$ cat src/rtl/start_sprite_fetch.sv
// Start-banner sprite ROM read client: coordinate->address mapping, ROM latency alignment and "press start" blink FSM.
// Optional blink behaviour is built when START_BLINK_EN is defined; otherwise the banner is simply shown/hidden.
module start_sprite_fetch #(
    parameter int SPR_W        = 130,
    parameter int SPR_H        = 31,
    parameter int ADDR_W       = 12,
    parameter int PIX_W        = 4,
    parameter int X_POS        = 255,
    parameter int Y_POS        = 200,
    parameter int BLINK_FRAMES = 30,
    parameter int TRANSP_IDX   = 0
) (
    input  logic              Clk,
    input  logic              Reset_n,
    input  logic [9:0]        DrawX,
    input  logic [9:0]        DrawY,
    input  logic              pix_valid_in,
    input  logic              frame_start,
    input  logic              show,
    output logic [ADDR_W-1:0] rom_addr,
    input  logic [PIX_W-1:0]  rom_data,
    output logic              pix_valid_out,
    output logic              pix_hit,
    output logic [PIX_W-1:0]  pix_idx
);

    localparam logic [10:0]      X_LO      = 11'(X_POS);
    localparam logic [10:0]      X_HI      = 11'(X_POS + SPR_W);
    localparam logic [10:0]      Y_LO      = 11'(Y_POS);
    localparam logic [10:0]      Y_HI      = 11'(Y_POS + SPR_H);
    localparam logic [15:0]      SPR_W_VEC = 16'(SPR_W);
    localparam logic [PIX_W-1:0] TRANSP    = PIX_W'(TRANSP_IDX);

    typedef enum logic [1:0] {ST_HIDDEN, ST_ON, ST_OFF} state_t;

    state_t state_reg;
    logic   visible;

    assign visible = (state_reg == ST_ON);

`ifdef START_BLINK_EN
    localparam int               CNT_W    = (BLINK_FRAMES > 1) ? $clog2(BLINK_FRAMES) : 1;
    localparam logic [CNT_W-1:0] CNT_LAST = CNT_W'(BLINK_FRAMES - 1);

    logic [CNT_W-1:0] frame_cnt_reg;

    // Losing show wins over a coincident frame pulse.
    always_ff @(posedge Clk or negedge Reset_n) begin
        if (!Reset_n) begin
            state_reg     <= ST_HIDDEN;
            frame_cnt_reg <= '0;
        end else begin
            case (state_reg)
                ST_HIDDEN: begin
                    if (show) begin
                        state_reg     <= ST_ON;
                        frame_cnt_reg <= '0;
                    end
                end
                default: begin
                    if (!show) begin
                        state_reg <= ST_HIDDEN;
                    end else if (frame_start) begin
                        if (frame_cnt_reg == CNT_LAST) begin
                            state_reg     <= (state_reg == ST_ON) ? ST_OFF : ST_ON;
                            frame_cnt_reg <= '0;
                        end else begin
                            frame_cnt_reg <= frame_cnt_reg + 1'b1;
                        end
                    end
                end
            endcase
        end
    end
`else
    logic unused_frame_start;
    assign unused_frame_start = frame_start;

    always_ff @(posedge Clk or negedge Reset_n) begin
        if (!Reset_n) begin
            state_reg <= ST_HIDDEN;
        end else begin
            state_reg <= show ? ST_ON : ST_HIDDEN;
        end
    end
`endif

    logic              in_region;
    logic [9:0]        col_off;
    logic [9:0]        row_off;
    logic [ADDR_W-1:0] row_ext;
    logic [ADDR_W-1:0] addr_next;

    assign in_region = ({1'b0, DrawX} >= X_LO) && ({1'b0, DrawX} < X_HI) &&
                       ({1'b0, DrawY} >= Y_LO) && ({1'b0, DrawY} < Y_HI);
    assign col_off   = DrawX - X_LO[9:0];
    assign row_off   = DrawY - Y_LO[9:0];
    assign row_ext   = ADDR_W'(row_off);

    // Constant multiply by SPR_W as a sum of shifted rows (130 -> row<<7 + row<<1).
    always_comb begin
        addr_next = ADDR_W'(col_off);
        for (int i = 0; i < 16; i++) begin
            if (SPR_W_VEC[i]) begin
                addr_next = addr_next + (row_ext << i);
            end
        end
    end

    logic              s1_in_reg, s1_vis_reg, s1_valid_reg;
    logic              s2_in_reg, s2_vis_reg, s2_valid_reg;
    logic [ADDR_W-1:0] rom_addr_reg;
    logic              pix_valid_reg, pix_hit_reg;
    logic [PIX_W-1:0]  pix_idx_reg;
    logic              hit_next;

    assign hit_next = s2_in_reg & s2_vis_reg & s2_valid_reg & (rom_data != TRANSP);

    // Stage 2 flags line up with rom_data, which the ROM registers from rom_addr_reg.
    always_ff @(posedge Clk or negedge Reset_n) begin
        if (!Reset_n) begin
            s1_in_reg     <= 1'b0;
            s1_vis_reg    <= 1'b0;
            s1_valid_reg  <= 1'b0;
            rom_addr_reg  <= '0;
            s2_in_reg     <= 1'b0;
            s2_vis_reg    <= 1'b0;
            s2_valid_reg  <= 1'b0;
            pix_valid_reg <= 1'b0;
            pix_hit_reg   <= 1'b0;
            pix_idx_reg   <= '0;
        end else begin
            s1_in_reg     <= pix_valid_in & in_region;
            s1_vis_reg    <= pix_valid_in & visible;
            s1_valid_reg  <= pix_valid_in;
            rom_addr_reg  <= (pix_valid_in && in_region) ? addr_next : '0;
            s2_in_reg     <= s1_in_reg;
            s2_vis_reg    <= s1_vis_reg;
            s2_valid_reg  <= s1_valid_reg;
            pix_valid_reg <= s2_valid_reg;
            pix_hit_reg   <= hit_next;
            pix_idx_reg   <= hit_next ? rom_data : '0;
        end
    end

    assign rom_addr      = rom_addr_reg;
    assign pix_valid_out = pix_valid_reg;
    assign pix_hit       = pix_hit_reg;
    assign pix_idx       = pix_idx_reg;

endmodule

$ cat config.mk
export PLATFORM = sky130hd
export DESIGN_NAME = start_sprite_fetch
export DESIGN_NICKNAME = d
export VERILOG_FILES = /design/src/rtl/start_sprite_fetch.sv
export SDC_FILE = /design/constraint.sdc
export NUM_CORES = 1
export LEC_CHECK = 0
export BUFFER_PORTS_ARGS = -buffer_cell sky130_fd_sc_hd__buf_2
export CAP_MARGIN = 20
export CORE_MARGIN = 4
export CORE_UTILIZATION = 50
export CTS_BUF_LIST = sky130_fd_sc_hd__clkbuf_16
export DETAILED_ROUTE_END_ITERATION = 7
export HOLD_SLACK_MARGIN = 0.08
export PLACE_DENSITY = 0.84
export SYNTH_ARGS = -nofsm -noshare
export SYNTH_HDL_FRONTEND = slang
export SYNTH_SLANG_ARGS = --single-unit
export TNS_END_PERCENT = 5
$ cat constraint.sdc
create_clock -name Clk -period 1.55 [get_ports Clk]
set_input_delay 0.155 -clock Clk [delete_from_list [all_inputs] [get_ports Clk]]
set_output_delay 0.155 -clock Clk [all_outputs]
set_load 0.03 [all_outputs]
# Word level (Yosys, flattened, before mapping)
# Index checks and enable logic that the tools add are counted.
[word_totals] output_inout_bits=18 regBits=25 wordCells=33
[classes] n_reduce_logical=5 muxes=3 n_eq_ne=1 bitwise_logic=5 addsub=4 magnitude_cmp=4
[op_table] op="10-bit by 8-bit greater-or-equal comparator with 1-bit output (second input constant)" count=2
[op_table] op="10-bit by 8-bit subtractor with 10-bit output (second input constant)" count=2
[op_table] op="10-bit by 11-bit adder with 12-bit output" count=1
[op_table] op="12-bit adder" count=1
[op_table] op="12-bit 2-to-1 mux" count=1
[op_table] op="10-bit by 8-bit less-than comparator with 1-bit output (second input constant)" count=1
[op_table] op="10-bit by 9-bit less-than comparator with 1-bit output (second input constant)" count=1
[op_table] op="1-bit bitwise AND" count=5
[op_table] op="1-bit logical AND" count=4
[op_table] op="4-bit 2-to-1 mux" count=1
[op_table] op="4-bit nonzero test" count=1
[op_table] op="1-bit equality test (second input constant)" count=1
[op_table] op="1-bit 2-to-1 mux" count=1

# Depth between registers and ports, before layout
# Gate-level depths: netlist of run 1.
[depth] ltp_word=6 mapped_depth=13 depth_no_buf=13

# Worst setup path after synthesis of run 1
# No wires, ideal clock.
[synth_timing] kind="input -> register" start="input port DrawX[0]" end="register rom_addr_reg[10], in the netlist rom_addr[10]" arrival_ps=2519 setup_time_ps=145 required_time_ps=1405 stages=12 path_slack_ps=-1114 path_cell_list="ha_1 > nand3_1 > nor3_1 > xor2_1 > fa_1 > inv_1 > ha_1 > nand2_1 > or3_1 > a31oi_1 > o21a_1 > nor3_1"
[synth_between] elab_chain_cells=6 elab_cells_between_ends=10
[synth_rtl] item="from (decl)" line_no="15" source="input logic [9:0] DrawX,"
[synth_rtl] item="parallel branches: the longest is 5 deep, another holds 10-bit by 11-bit adder with 12-bit output"
[synth_rtl] item="12-bit 2-to-1 mux *" line_no="136" source="rom_addr_reg <= (pix_valid_in && in_region) ? addr_next : '0;"
[synth_rtl] item="to (signal assigned)" line_no="136"
[synth_rtl] item="to (decl)" line_no="112" source="logic [ADDR_W-1:0] rom_addr_reg;"
# Mark *: on every way between the ends.

# Worst setup path in the final report of run 1
[layout_timing] start="input port DrawX[2]" end="register rom_addr_reg[10], in the netlist rom_addr[10]"
# Same word-level chain as after synthesis.

==> metrics.md, run 1 <==
| Metric | Value |
|---|---|
| RSZ-0062 raised after global routing | `true` |
| CP peak stage delay | `0.48 ns` |
| Largest family of logic cells by synthesized area | `adder cells` |
| Total leakage power | `1.338 nW` |
| Number of global-route vias before repair | `~1700` |
| Worst min path class | `in2reg` |
| Initial antenna violation count | `0` |
| Setup TNS | `-4.548 ns` |
| Nets@finish | `~310` |
| Core area | `3078 um2` |
| Largest register FFs | `12` |
| Worst path required time | `around 1.7 ns` |
| Worst slack, placed | `-1.104 ns` |
| CTS root buf | `clkbuf_16` |
| Worst Setup SP | `DrawX[2]` |
| DRT Pass-1 Iters | `4` |
| Port bufs | `45` |
| Syn-to-layout area delta | `59.04%` |
| Max frequency | `0.4257 GHz` |
| Utilization after layout | `about 83%` |
| Final setup vio count | `9` |
| CTS Buffer Depth | `2` |
| Placed Area | `roughly 2300 um2` |
| Peak supply drop | `530.0 uV` |
| Power Dens Cells | `approximately 830 nW/um2` |
| Mapped Cells | `153` |
| TritonCTS clock tree | `built` |
| Slew margin rel. | `65.10%` |
| CTS H-tree depth | `1` |
| Worst Setup Path Type | `in2reg` |
| Outcome | `complete, but fails checks` |
| Crit path max-delay family | `simple AND/OR/NAND/NOR gates` |
| Vias | `1543` |
| Design Area, Final | `2565 um2` |
| Worst Clk Skew | `about 0.00083 ns` |
| All-Layer GR Usage | `roughly a quarter` |
| Final Worst Setup Slack | `-0.7992 ns` |
| Worst Path Arrival | `2.51 ns` |
| Synthesized area per cell | `10.54 um2` |
| Min Tclk post-route | `around 2.3 ns` |
| Slew @ Worst Pin | `roughly 0.52 ns` |
| Final hold viol count | `0` |
| Failing checks | `setup timing` |
| I/O Pins | `47` |
| Post-synthesis simple-gate area fraction | `between 10% and 20%` |
| Slew Limit Fails | `0` |
| Crit path cell chain | `buf_6 -> and2_4 -> nand4_1 -> nor2_1 -> xor2_1 -> fa_1 -> ha_4 -> nand2_2 -> or3_1 -> a31oi_2 -> nor3_1 -> nor3_1` |
| RR Startpoint | `s2_valid_reg$_DFF_PN0_` |
| Setup crit end kind | `register` |
| Routed wire length | `about 4800 um` |
| Sink Count | `25` |
| Die area | `roughly 4200 um2` |
| Clock latency on the worst-skew pair | `approximately 0.26 ns` |
| Post-DRT Antenna Nets | `0` |
| TritonCTS buffer count | `3` |
| Post-Place Cells | `288` |
| Yosys cell types | `35` |
| Row cnt | `20` |
| Die X | `64.80 um` |
| Remaining global-route overflow | `0` |
| Vias/cell | `5.195` |
| DRC Markers | `0` |
| Total chip power | `approximately 2.1 mW` |
| Post-synth top flop | `dfrtp_1` |
| Worst setup SP type | `input port` |
| Clock transition at the registers of the reported paths | `0.06 ns` |
| Syn nets | `205` |
| Largest net degree at the start of global routing | `26` |
| Area fraction in compound gates after synthesis | `13.11%` |
| WL per Instance | `16.08 um` |
| Non-Filler Instances | `297` |
| MaxCap Viol Count | `0` |
| Worst hold slack | `0.1224 ns` |
| Crit Path Max Fanout | `3` |
| Die Y | `64.80 um` |
| Post-synthesis sequential area ratio | `38.79%` |
| Post-synth design cell area | `1613 um2` |
| Initial Util | `52.40%` |
| Synth async-reset ratio | `between 90% and 100%` |
| Slowest cell on the critical path | `fa_1` |
| First-pass GRT wire length | `roughly 7600 um` |
| Critical Path Most Common Cell | `nor3_1` |
| Number of antenna repair diodes | `0` |
| DRT iter0 DRCs | `125` |
| Final RePlAce weighted congestion | `0.8592` |
| Share of post-route cells with drive strength above 1 | `around half` |
| Period utilization | `151.6%` |
| Post-synth EDFFs | `0` |
| Xor and xnor area share after synthesis | `9.232%` |
| Post-synthesis register bit count | `25` |
| Hold Crit Start | `pix_valid_in` |
| YS warnings | `0` |
| Hpwl dp | `~3600 um` |
| Mux cell area share after synthesis | `0%` |
| CP bufs+invs | `1` |
| Adder-cell share of the synthesized area | `about a fifth` |
report_power, final:
group          switching (mW)  internal (mW)  leakage, nW
logic                   0.438          0.466        0.957
registers             0.00206          0.662        0.338
clock network           0.205          0.344       0.0423
total                   0.644           1.47         1.34
worst paths after layout:
kind,to,cells past startpoint,slack (ns)
setup / recovery,rom_addr[10]$_DFF_PN0_,12,-0.80
hold / removal,s1_valid_reg$_DFF_PN0_,2,0.12
setup reg to reg,pix_idx[3]$_DFF_PN0_,2,0.66
hold reg to reg,s2_valid_reg$_DFF_PN0_,0,0.35
max in group asynchronous,rom_addr[1]$_DFF_PN0_,2,0.78
min in group asynchronous,pix_hit$_DFF_PN0_,2,0.42
cell type report:
cell class,count,area [um2]
Clock buffer,3,75.07
Clock inverter,1,3.754
Fill cell,166,513.0
Inverter,14,55.05
Multi-Input combinational cell,114,1100
Sequential cell,25,625.6
Tap cell,44,55.05
Timing Repair Buffer,96,650.6
cell families (layout without fill, tap and decap cells):
logic type / after synthesis / in the layout
buf+inv: 14 / 114
compound gates: 28 / 28
flops: 25 / 25
xor+xnor: 17 / 17
simple gates: 46 / 46
fa+ha+maj: 23 / 23
metal layers:
metal / global-route usage, % / vias up / routed length (um)
li1: - / 737 / -
met1: 23.52 / 738 / 1826
met2: 44.57 / 51 / 2509
met3: 5.719 / 17 / 236
met4: 13.19 / 0 / 203
met5: 0 / - / 0
cells in the final DEF (no fill, tap or decap), drive strengths merged:
| cell | netlist | routed |
|---|---|---|
| o221ai | 1 | 1 |
| a21oi | 3 | 3 |
| o311a | 1 | 1 |
| a21o | 2 | 2 |
| buf | 0 | 94 |
| or4b | 2 | 2 |
| nand2 | 6 | 6 |
| nor2 | 11 | 11 |
| clkbuf | 0 | 3 |
| or3 | 1 | 1 |
| a31oi | 2 | 2 |
| o41a | 1 | 1 |
| o21bai | 2 | 2 |
| xnor2 | 10 | 10 |
| fa | 4 | 4 |
| a211oi | 5 | 5 |
| nand3 | 4 | 4 |
| a221oi | 1 | 1 |
| and2 | 9 | 9 |
| o31ai | 1 | 1 |
| dlygate4sd3 | 0 | 2 |
| dfrtp | 25 | 25 |
| o311ai | 1 | 1 |
| nand2b | 1 | 1 |
| o21a | 2 | 2 |
| nor3 | 8 | 8 |
| or2 | 1 | 1 |
| xor2 | 7 | 7 |
| a311o | 1 | 1 |
| ha | 19 | 19 |
| nand4 | 2 | 2 |
| and3 | 1 | 1 |
| inv | 14 | 15 |
| o21ai | 5 | 5 |
cells in the mapped netlist, types with 2 or more instances:
master / count / area (um2)
dfrtp_1: 25 / 625.6
nor2_1: 11 / 41.29
nor3_1: 5 / 25.02
and2_1: 8 / 50.05
nand2_1: 6 / 22.52
a21o_1: 2 / 15.01
a21oi_1: 3 / 15.01
nand4_1: 2 / 12.51
o21a_1: 2 / 15.01
a31oi_1: 2 / 12.51
xor2_1: 7 / 61.31
or4b_1: 2 / 20.02
o21ai_0: 5 / 25.02
ha_1: 19 / 237.7
nand3_1: 4 / 20.02
a211oi_1: 4 / 30.03
xnor2_1: 10 / 87.58
nor3_2: 3 / 30.03
inv_1: 13 / 48.80
o21bai_1: 2 / 15.01
fa_1: 4 / 80.08
timing repair:
item                                    4_1_cts  5_1_grt
hold endpoints to repair                     26        0
hold buffers                                  2        0
gates resized for setup                      17        6
gates cloned                                  0        0
endpoints found under the setup margin        9        9
pin swaps                                    23        3
buffers inserted                              3        0
Power figures use the tool's default switching activity.
==> run 2, diff against run 1 <==
--- a/config.mk
+++ b/config.mk
@@ -5,6 +5,7 @@
 export SDC_FILE = /design/constraint.sdc
 export NUM_CORES = 1
 export LEC_CHECK = 0
+export ABC_AREA = 1
 export BUFFER_PORTS_ARGS = -buffer_cell sky130_fd_sc_hd__buf_2
 export CAP_MARGIN = 20
 export CORE_MARGIN = 4
@@ -12,7 +13,7 @@
 export CTS_BUF_LIST = sky130_fd_sc_hd__clkbuf_16
 export DETAILED_ROUTE_END_ITERATION = 7
 export HOLD_SLACK_MARGIN = 0.08
-export PLACE_DENSITY = 0.84
+export PLACE_DENSITY = 0.83
 export SYNTH_ARGS = -nofsm -noshare
 export SYNTH_HDL_FRONTEND = slang
 export SYNTH_SLANG_ARGS = --single-unit
==> run 2 against run 1 <==
The flow still finishes with violations (setup timing). Synthesized area is 13% higher. Core utilization fell by 2.0 points. Sequential power is essentially flat. Combinational power increased by 16%. Setup slack better by 0.19 ns. Clock skew is 0.0017 ns higher. Final area is 8.3% higher. Count of clock-buffer cells in the layout did not move. Sequential cell count unchanged. Maximum frequency grew 9.0%. Power rose by 9.6%. Global-route usage increased by 1.1 points.
==> metrics.md, run 2 <==
| Metric | Value |
|---|---|
| Most instantiated library cell after synthesis | `inv_1` |
| Routed wire length | `5443 um (+14%)` |
| Utilization after layout | `81.32% (-2.0 points)` |
| Comb power frac | `45.5% (+2.8 points)` |
| R2R Path End | `pix_idx[3]$_DFF_PN0_` |
| Final setup vio count | `9 (unchanged)` |
| Post-synth design cell area | `1822 um2 (+13%)` |
| Crit Path Max Fanout | `4 (+1)` |
| Slew Limit Fails | `0 (unchanged)` |
| Sink Count | `25 (unchanged)` |
| Outcome | `complete, but fails checks` |
| Switch Pwr | `0.8068 mW (+25%)` |
| All-Layer GR Usage | `24.84% (+1.1 points)` |
| Syn-to-layout area delta | `52.47%` |
| Internal power | `1.513 mW (+2.8%)` |
| Vias/cell | `5.149 (-0.90%)` |
| Syn nets | `277 (+35%)` |
| CTS Buffer Depth | `2 (unchanged)` |
| Worst Setup Path Type | `in2reg` |
| Flop-to-flop setup slack | `0.67 ns (about the same)` |
| Setup crit end kind | `register` |
| TritonCTS buffer count | `3 (unchanged)` |
| Synth area leader | `dfrtp_1` |
| Main area contributors after synthesis | `dfrtp_1, ha_1, inv_1, nand2_1, xor2_1` |
| Final hold viol count | `0 (unchanged)` |
| RSZ-0062 raised after global routing | `true` |
| YS warnings | `0 (unchanged)` |
| Share of total power in the clock network | `25.8% (about the same)` |
| Total leakage power | `1.552 nW (+16%)` |
| Failing checks | `setup timing` |
| Share of post-route cells with drive strength above 1 | `45.25% (-5.3 points)` |
| Row cnt | `21 (+5.0%)` |
| RR Startpoint | `s2_valid_reg$_DFF_PN0_` |
| Synth async-reset ratio | `100.0% (unchanged)` |
| Final RePlAce weighted congestion | `0.8861 (+3.1%)` |
| Post-DRT Antenna Nets | `0 (unchanged)` |
| Commonest non-fill, non-tap cells in the layout | `buf_2, inv_1, buf_4` |
| Die area | `4673 um2 (+11%)` |
| Clock latency on the worst-skew pair | `0.26 ns (about the same)` |
| Nets@finish | `369 (+21%)` |
| Min Tclk post-route | `2.154 ns (-0.1948 ns)` |
| Worst min path class | `in2reg` |
| Switching Share | `34.78% (+4.3 points)` |
| Setup TNS | `-3.447 ns (+1.101 ns)` |
| DRT iter0 DRCs | `103 (-18%)` |
| WL per Instance | `14.99 um (-6.8%)` |
| CTS root buf | `clkbuf_16` |
| Largest register FFs | `12 (unchanged)` |
| DRC Markers | `0 (unchanged)` |
| Synthesized area per cell | `8.097 um2 (-23%)` |
| Number of global-route vias before repair | `1834 (+9.9%)` |
| Worst path required time | `1.71 ns (about the same)` |
| Max frequency | `0.4642 GHz (+9.0%)` |
| Slew margin rel. | `62.60% (-2.5 points)` |
| Slew @ Worst Pin | `0.5610 ns (+0.03755 ns)` |
| Total chip power | `2.319 mW (+9.6%)` |
| Clock transition at the registers of the reported paths | `0.07 ns (about the same)` |
| Hold EP | `pix_idx[0]$_DFF_PN0_` |
| Remaining global-route overflow | `0 (unchanged)` |
| Initial antenna violation count | `1 (+1)` |
| Worst Hold Path Cells | `3 (+1)` |
| Yosys cell types | `24 (-31%)` |
| Commonest cells in the netlist | `inv_1, nand2_1, dfrtp_1` |
| Worst Path Arrival | `2.32 ns (-0.19 ns)` |
| Post-synth EDFFs | `0 (unchanged)` |
| Port bufs | `45 (unchanged)` |
| I/O Pins | `47 (unchanged)` |
| Hold Crit Start | `rom_data[0]` |
| Sequential Power Share | `28.7% (-2.7 points)` |
| Power Dens Cells | `835.0 nW/um2 (+1.2%)` |
| Post-synth top area share | `34.34% (-4.4 points)` |
| CTS H-tree depth | `1 (unchanged)` |
| DRT Pass-1 Iters | `4 (unchanged)` |
| MaxCap Viol Count | `0 (unchanged)` |
| TritonCTS clock tree | `built` |
| Post-synthesis register bit count | `25 (unchanged)` |
| Worst Clk Skew | `0.002555 ns (+0.001727 ns)` |
| Core area | `3416 um2 (+11%)` |
| Mapped Cells | `225 (+47%)` |
| Worst setup SP type | `input port` |
| Initial Util | `53.33% (+0.93 points)` |
| Post-synth top flop | `dfrtp_1` |
| Hpwl dp | `3347 um (-6.1%)` |
| Largest net degree at the start of global routing | `26 (unchanged)` |
| Post-synthesis sequential area ratio | `34.34% (-4.4 points)` |
| Final Worst Setup Slack | `-0.6044 ns (+0.1948 ns)` |
| Vias | `1869 (+21%)` |
| Peak supply drop | `443.4 uV (-16%)` |
| Die X | `68.36 um (+5.5%)` |
| Worst Reg2Reg Path Length in Cells | `3 (+1)` |
| Die Y | `68.36 um (+5.5%)` |
| Period utilization | `139.0% (-13 points)` |
| First-pass GRT wire length | `8411 um (+11%)` |
| Commonest non-fill, non-tap cell in the layout | `buf_2` |
## run 2: cell count changes after synthesis, sizes merged, moves of 4 or more
cell and delta:
nand2 +36, and2 -9, a21oi +6, nor2 +24, a211oi -5, o21ai -4, inv +34, nand3 +14
xor2 +5, xnor2 -6, nor3 -8
## run 2: critical path, cell delays in order
cell	delay (ns)
buf_6	0.09
buf_4	0.13
nand2_2	0.07
nor2_4	0.13
nand3_2	0.12
xor2_2	0.17
fa_1	0.53
inv_2	0.05
ha_4	0.29
nand2_1	0.09
a21oi_1	0.17
nor2_2	0.06
nand3_2	0.07
nand2_1	0.06
inv_1	0.07
nor2_1	0.04
## run 2: per-stage QoR
step	area, um2	cells	setup slack [ns]	hold slack (ns)
global placement	2434	352	-0.8361	0.1616
global route	2778	363	-0.7304	0.1328
CTS	2739	362	-0.4795	0.1207
finish	2778	363	-0.6044	0.1252
detailed placement	2434	352	-0.9657	0.1694
floorplan	1881	225	-0.5986	-0.1406
## run 2: cell families after synthesis
logic type	share of synthesized area, %
AO/OA/AOI/OAI	4.739
XOR/XNOR	7.692
adder cells (fa/ha/maj)	17.45
buffers and inverters	10.16
flip-flops	34.34
AND/OR/NAND/NOR	25.62
## run 2: worst max path at each step
stage                         from                     end  slack (ns)  cells past startpoint
after floorplan           DrawX[1]  rom_addr[11]$_DFF_PN0_       -0.60                     17
after CTS                 DrawX[1]  rom_addr[11]$_DFF_PN0_       -0.48                     16
final                     DrawX[2]  rom_addr[11]$_DFF_PN0_       -0.60                     16
after global routing      DrawX[1]  rom_addr[11]$_DFF_PN0_       -0.73                     16
after detailed placement  DrawX[1]  rom_addr[11]$_DFF_PN0_       -0.97                     18
after global placement    DrawX[1]   rom_addr[7]$_DFF_PN0_       -0.84                     13
## run 2: layout make-up
type / count / area (um2)
clock inverters: 1 / 7.507
well taps: 46 / 57.56
fillers: 194 / 638.1
repair buffers: 87 / 578.1
multi-input cells: 152 / 1244
diodes: 1 / 2.502
inverters: 48 / 187.7
flip-flops and latches: 25 / 625.6
clock buffers: 3 / 75.07
## run 2: timing repair
item | CTS | global route
buffers inserted | 3 | 0
cloned | 0 | 0
setup endpoints to repair | 9 | 9
hold endpoints to repair | 27 | 0
hold buffers | 3 | 0
gates resized for setup | 33 | 9
pin swaps | 26 | 3
## run 2: power by group through the flow
stage	logic [mW]	registers (mW)	clock network, mW
2_1_floorplan	0.482	0.685	0
3_3_place_gp	0.772	0.677	0
3_5_place_dp	0.806	0.678	0
4_1_cts	0.980	0.665	0.597
5_1_grt	1.14	0.666	0.630
6_report	1.05	0.665	0.599
## run 2: metal layers
layer	track usage [%]	vias to the layer above	routed length, um
met5	0	-	0
li1	-	874	-
met2	44.40	90	2685
met3	2.627	33	263
met1	27.87	872	2123
met4	15.63	0	370
==> run 3, diff against run 2 <==
--- a/config.mk
+++ b/config.mk
@@ -13,6 +13,7 @@
 export CTS_BUF_LIST = sky130_fd_sc_hd__clkbuf_16
 export DETAILED_ROUTE_END_ITERATION = 7
 export HOLD_SLACK_MARGIN = 0.08
+export MAX_ROUTING_LAYER = met4
 export PLACE_DENSITY = 0.83
 export SYNTH_ARGS = -nofsm -noshare
 export SYNTH_HDL_FRONTEND = slang
==> run 3 against run 2 <==
Routed wire length fell by 11%. Final area fell by 0.45%. Hold slack improved by 0.0011 ns. Via count fell by 2.1%. Power fell by 1.7%. Critical path depth rose by 2. Maximum frequency fell by 0.66%. Clock skew fell by 0.0020 ns. Die area did not move. The run still ends with setup timing left. Global-route usage fell by 3.1 points. Non-clock buffer count did not move.
==> metrics.md, run 3 (synthesis results as in run 2) <==
| Metric | Value |
|---|---|
| Outcome | `complete, but fails checks` |
| Failing checks | `setup timing` |
| All-Layer GR Usage | `21.71% (-3.1 points)` |
| MaxCap Viol Count | `0 (unchanged)` |
| DRC Markers | `0 (unchanged)` |
| Commonest non-fill, non-tap cell in the layout | `buf_2` |
| Internal power | `1.497 mW (-1.1%)` |
| Die Y | `68.36 um (unchanged)` |
| Switch Pwr | `0.7831 mW (-2.9%)` |
| Setup crit end kind | `register` |
| Final setup vio count | `9 (unchanged)` |
| Port bufs | `45 (unchanged)` |
| Critical Path Most Common Cell | `nand2_1` |
| CTS H-tree depth | `1 (unchanged)` |
| Total leakage power | `1.558 nW (+0.43%)` |
| Design Area, Final | `2765 um2 (-0.45%)` |
| Number of global-route vias before repair | `1694 (-7.6%)` |
| Worst path required time | `1.71 ns (about the same)` |
| Slowest cell on the critical path | `fa_1` |
| I/O Pins | `47 (unchanged)` |
| Initial antenna violation count | `0 (-1)` |
| Slew margin rel. | `64.43% (+1.8 points)` |
| First-pass GRT wire length | `7327 um (-13%)` |
| DRT Pass-1 Iters | `7 (+3)` |
| Total chip power | `2.280 mW (-1.7%)` |
| Peak supply drop | `478.1 uV (+7.8%)` |
| Final RePlAce weighted congestion | `0.8926 (+0.73%)` |
| CTS root buf | `clkbuf_16` |
| Number of antenna repair diodes | `0 (-1)` |
| Commonest non-fill, non-tap cells in the layout | `buf_2, inv_1, buf_4` |
| Max frequency | `0.4611 GHz (-0.66%)` |
| Remaining global-route overflow | `0 (unchanged)` |
| Worst setup SP type | `input port` |
| Die X | `68.36 um (unchanged)` |
| Nets@finish | `369 (unchanged)` |
| Worst Setup Path Type | `in2reg` |
| Largest net degree at the start of global routing | `26 (unchanged)` |
| Core area | `3416 um2 (unchanged)` |
| Share of post-route cells with drive strength above 1 | `46.20% (+0.95 points)` |
| Die area | `4673 um2 (unchanged)` |
| Final Worst Setup Slack | `-0.6186 ns (-0.01425 ns)` |
| CTS Buffer Depth | `2 (unchanged)` |
| Largest register FFs | `12 (unchanged)` |
| Crit Path Max Fanout | `3 (-1)` |
| TritonCTS buffer count | `3 (unchanged)` |
| Met1 Use GR | `23.98% (-3.9 points)` |
| Initial Util | `53.33% (unchanged)` |
| Worst Path Arrival | `2.33 ns (about the same)` |
| Clock latency on the worst-skew pair | `0.26 ns (about the same)` |
| Worst hold slack | `0.1263 ns (+0.001113 ns)` |
| Period utilization | `139.9% (+0.92 points)` |
| Busiest grt layer | `met2` |
| Sink Count | `25 (unchanged)` |
| Comb power frac | `45.2% (-0.3 points)` |
| Post-DRT Antenna Nets | `0 (unchanged)` |
| DRT iter0 DRCs | `74 (-28%)` |
| WL per Instance | `13.46 um (-10%)` |
| Worst Clk Skew | `0.0005841 ns (-0.001971 ns)` |
| Row cnt | `21 (unchanged)` |
| Clock transition at the registers of the reported paths | `0.07 ns (about the same)` |
| Met2 Use GR | `39.95% (-4.5 points)` |
| Slew Limit Fails | `0 (unchanged)` |
| Min Tclk post-route | `2.169 ns (+0.01425 ns)` |
| Hpwl dp | `3210 um (-4.1%)` |
| Vias/cell | `5.055 (-1.8%)` |
| Global Route met3 Usage | `1.149% (-1.5 points)` |
| Sequential Power Share | `29.2% (+0.5 points)` |
| Crit path cell chain | `buf_8 -> inv_4 -> nor2_4 -> nand3_2 -> nor2_2 -> nand3_1 -> nand3_1 -> nand2_1 -> fa_1 -> inv_2 -> ha_4 -> nand2_2 -> nor2_4 -> nand2_1 -> nand3_2 -> nand2_1 -> inv_1 -> nor2_1` |
| Power Dens Cells | `824.5 nW/um2 (-1.3%)` |
| TritonCTS clock tree | `built` |
| Slew @ Worst Pin | `0.5336 ns (-0.02738 ns)` |
| Syn-to-layout area delta | `51.79%` |
| Vias | `1830 (-2.1%)` |
| Share of total power in the clock network | `25.7% (about the same)` |
| CP peak stage delay | `0.52 ns (about the same)` |
| Worst min path class | `in2reg` |
| RSZ-0062 raised after global routing | `true` |
| Placed Area | `2434 um2 (unchanged)` |
| Final hold viol count | `0 (unchanged)` |
| Switching Share | `34.35% (-0.43 points)` |
| Routed wire length | `4871 um (-11%)` |
-- run 3: cell count changes in the layout (fill, tap and decap cells not counted), moves of 2 or more --
cell	previous run	this run
a21oi_1	7	3
nand3_1	11	13
a21oi_2	2	6
nand3_2	7	5
-- run 3: metal layers --
layer	routed length (um)	part of all wire, %
met2	2491	51
met1	1867	38
met3	277	5.7
met4	234	4.8
met5	0	0
-- run 3: path summary, 6_finish.rpt --
path                                        start                endpoint  depth (start not counted)  slack, ns
hold reg to reg              s1_vis_reg$_DFF_PN0_    s2_vis_reg$_DFF_PN0_                          0       0.35
setup reg to reg           s2_valid_reg$_DFF_PN0_    pix_idx[3]$_DFF_PN0_                          3       0.66
min in group asynchronous                 Reset_n   rom_addr[2]$_DFF_PN0_                          2       0.40
hold / removal                        rom_data[2]    pix_idx[2]$_DFF_PN0_                          3       0.13
max in group asynchronous                 Reset_n    pix_idx[2]$_DFF_PN0_                          2       0.79
setup / recovery                         DrawX[0]  rom_addr[11]$_DFF_PN0_                         18      -0.62
-- run 3: power by group through the flow --
stage	Sequential [mW]	Clock [mW]	Combinational, mW
2_1_floorplan	0.685	0	0.482
3_3_place_gp	0.677	0	0.773
3_5_place_dp	0.678	0	0.797
4_1_cts	0.665	0.588	0.900
5_1_grt	0.666	0.613	1.12
6_report	0.666	0.585	1.03
-- run 3: stage by stage --
stage / TNS (ns) / util, % / setup slack [ns] / cells
4_1_cts: -2.818 / 78.02 / -0.4997 / 360
3_3_place_gp: -6.219 / 71.25 / -0.8378 / 352
5_1_grt: -4.700 / 80.95 / -0.7261 / 362
2_1_floorplan: -3.787 / - / -0.5986 / 225
6_report: -3.798 / 80.95 / -0.6186 / 362
3_5_place_dp: -6.680 / 71.25 / -0.9270 / 352
-- run 3: repair_timing --
item	4_1_cts	5_1_grt
endpoints found under the hold margin	27	0
resized for setup	22	23
buffers inserted	1	2
pin swaps	22	18
endpoints found under the setup margin	9	9
hold buffers	3	0
-- run 3: layout make-up --
class,instances,area (um2)
Sequential cell,25,625.6
Clock buffer,3,75.07
Inverter,48,187.7
Multi-Input combinational cell,152,1232
Clock inverter,1,7.507
Timing Repair Buffer,87,579.3
Tap cell,46,57.56
Fill cell,193,650.6
-- run 3: worst max-delay path, delay by kind of cell --
kind	cells	cell delay (ns)
simple gates	12	1.14
fa+ha+maj	2	0.81
buf+inv	4	0.22
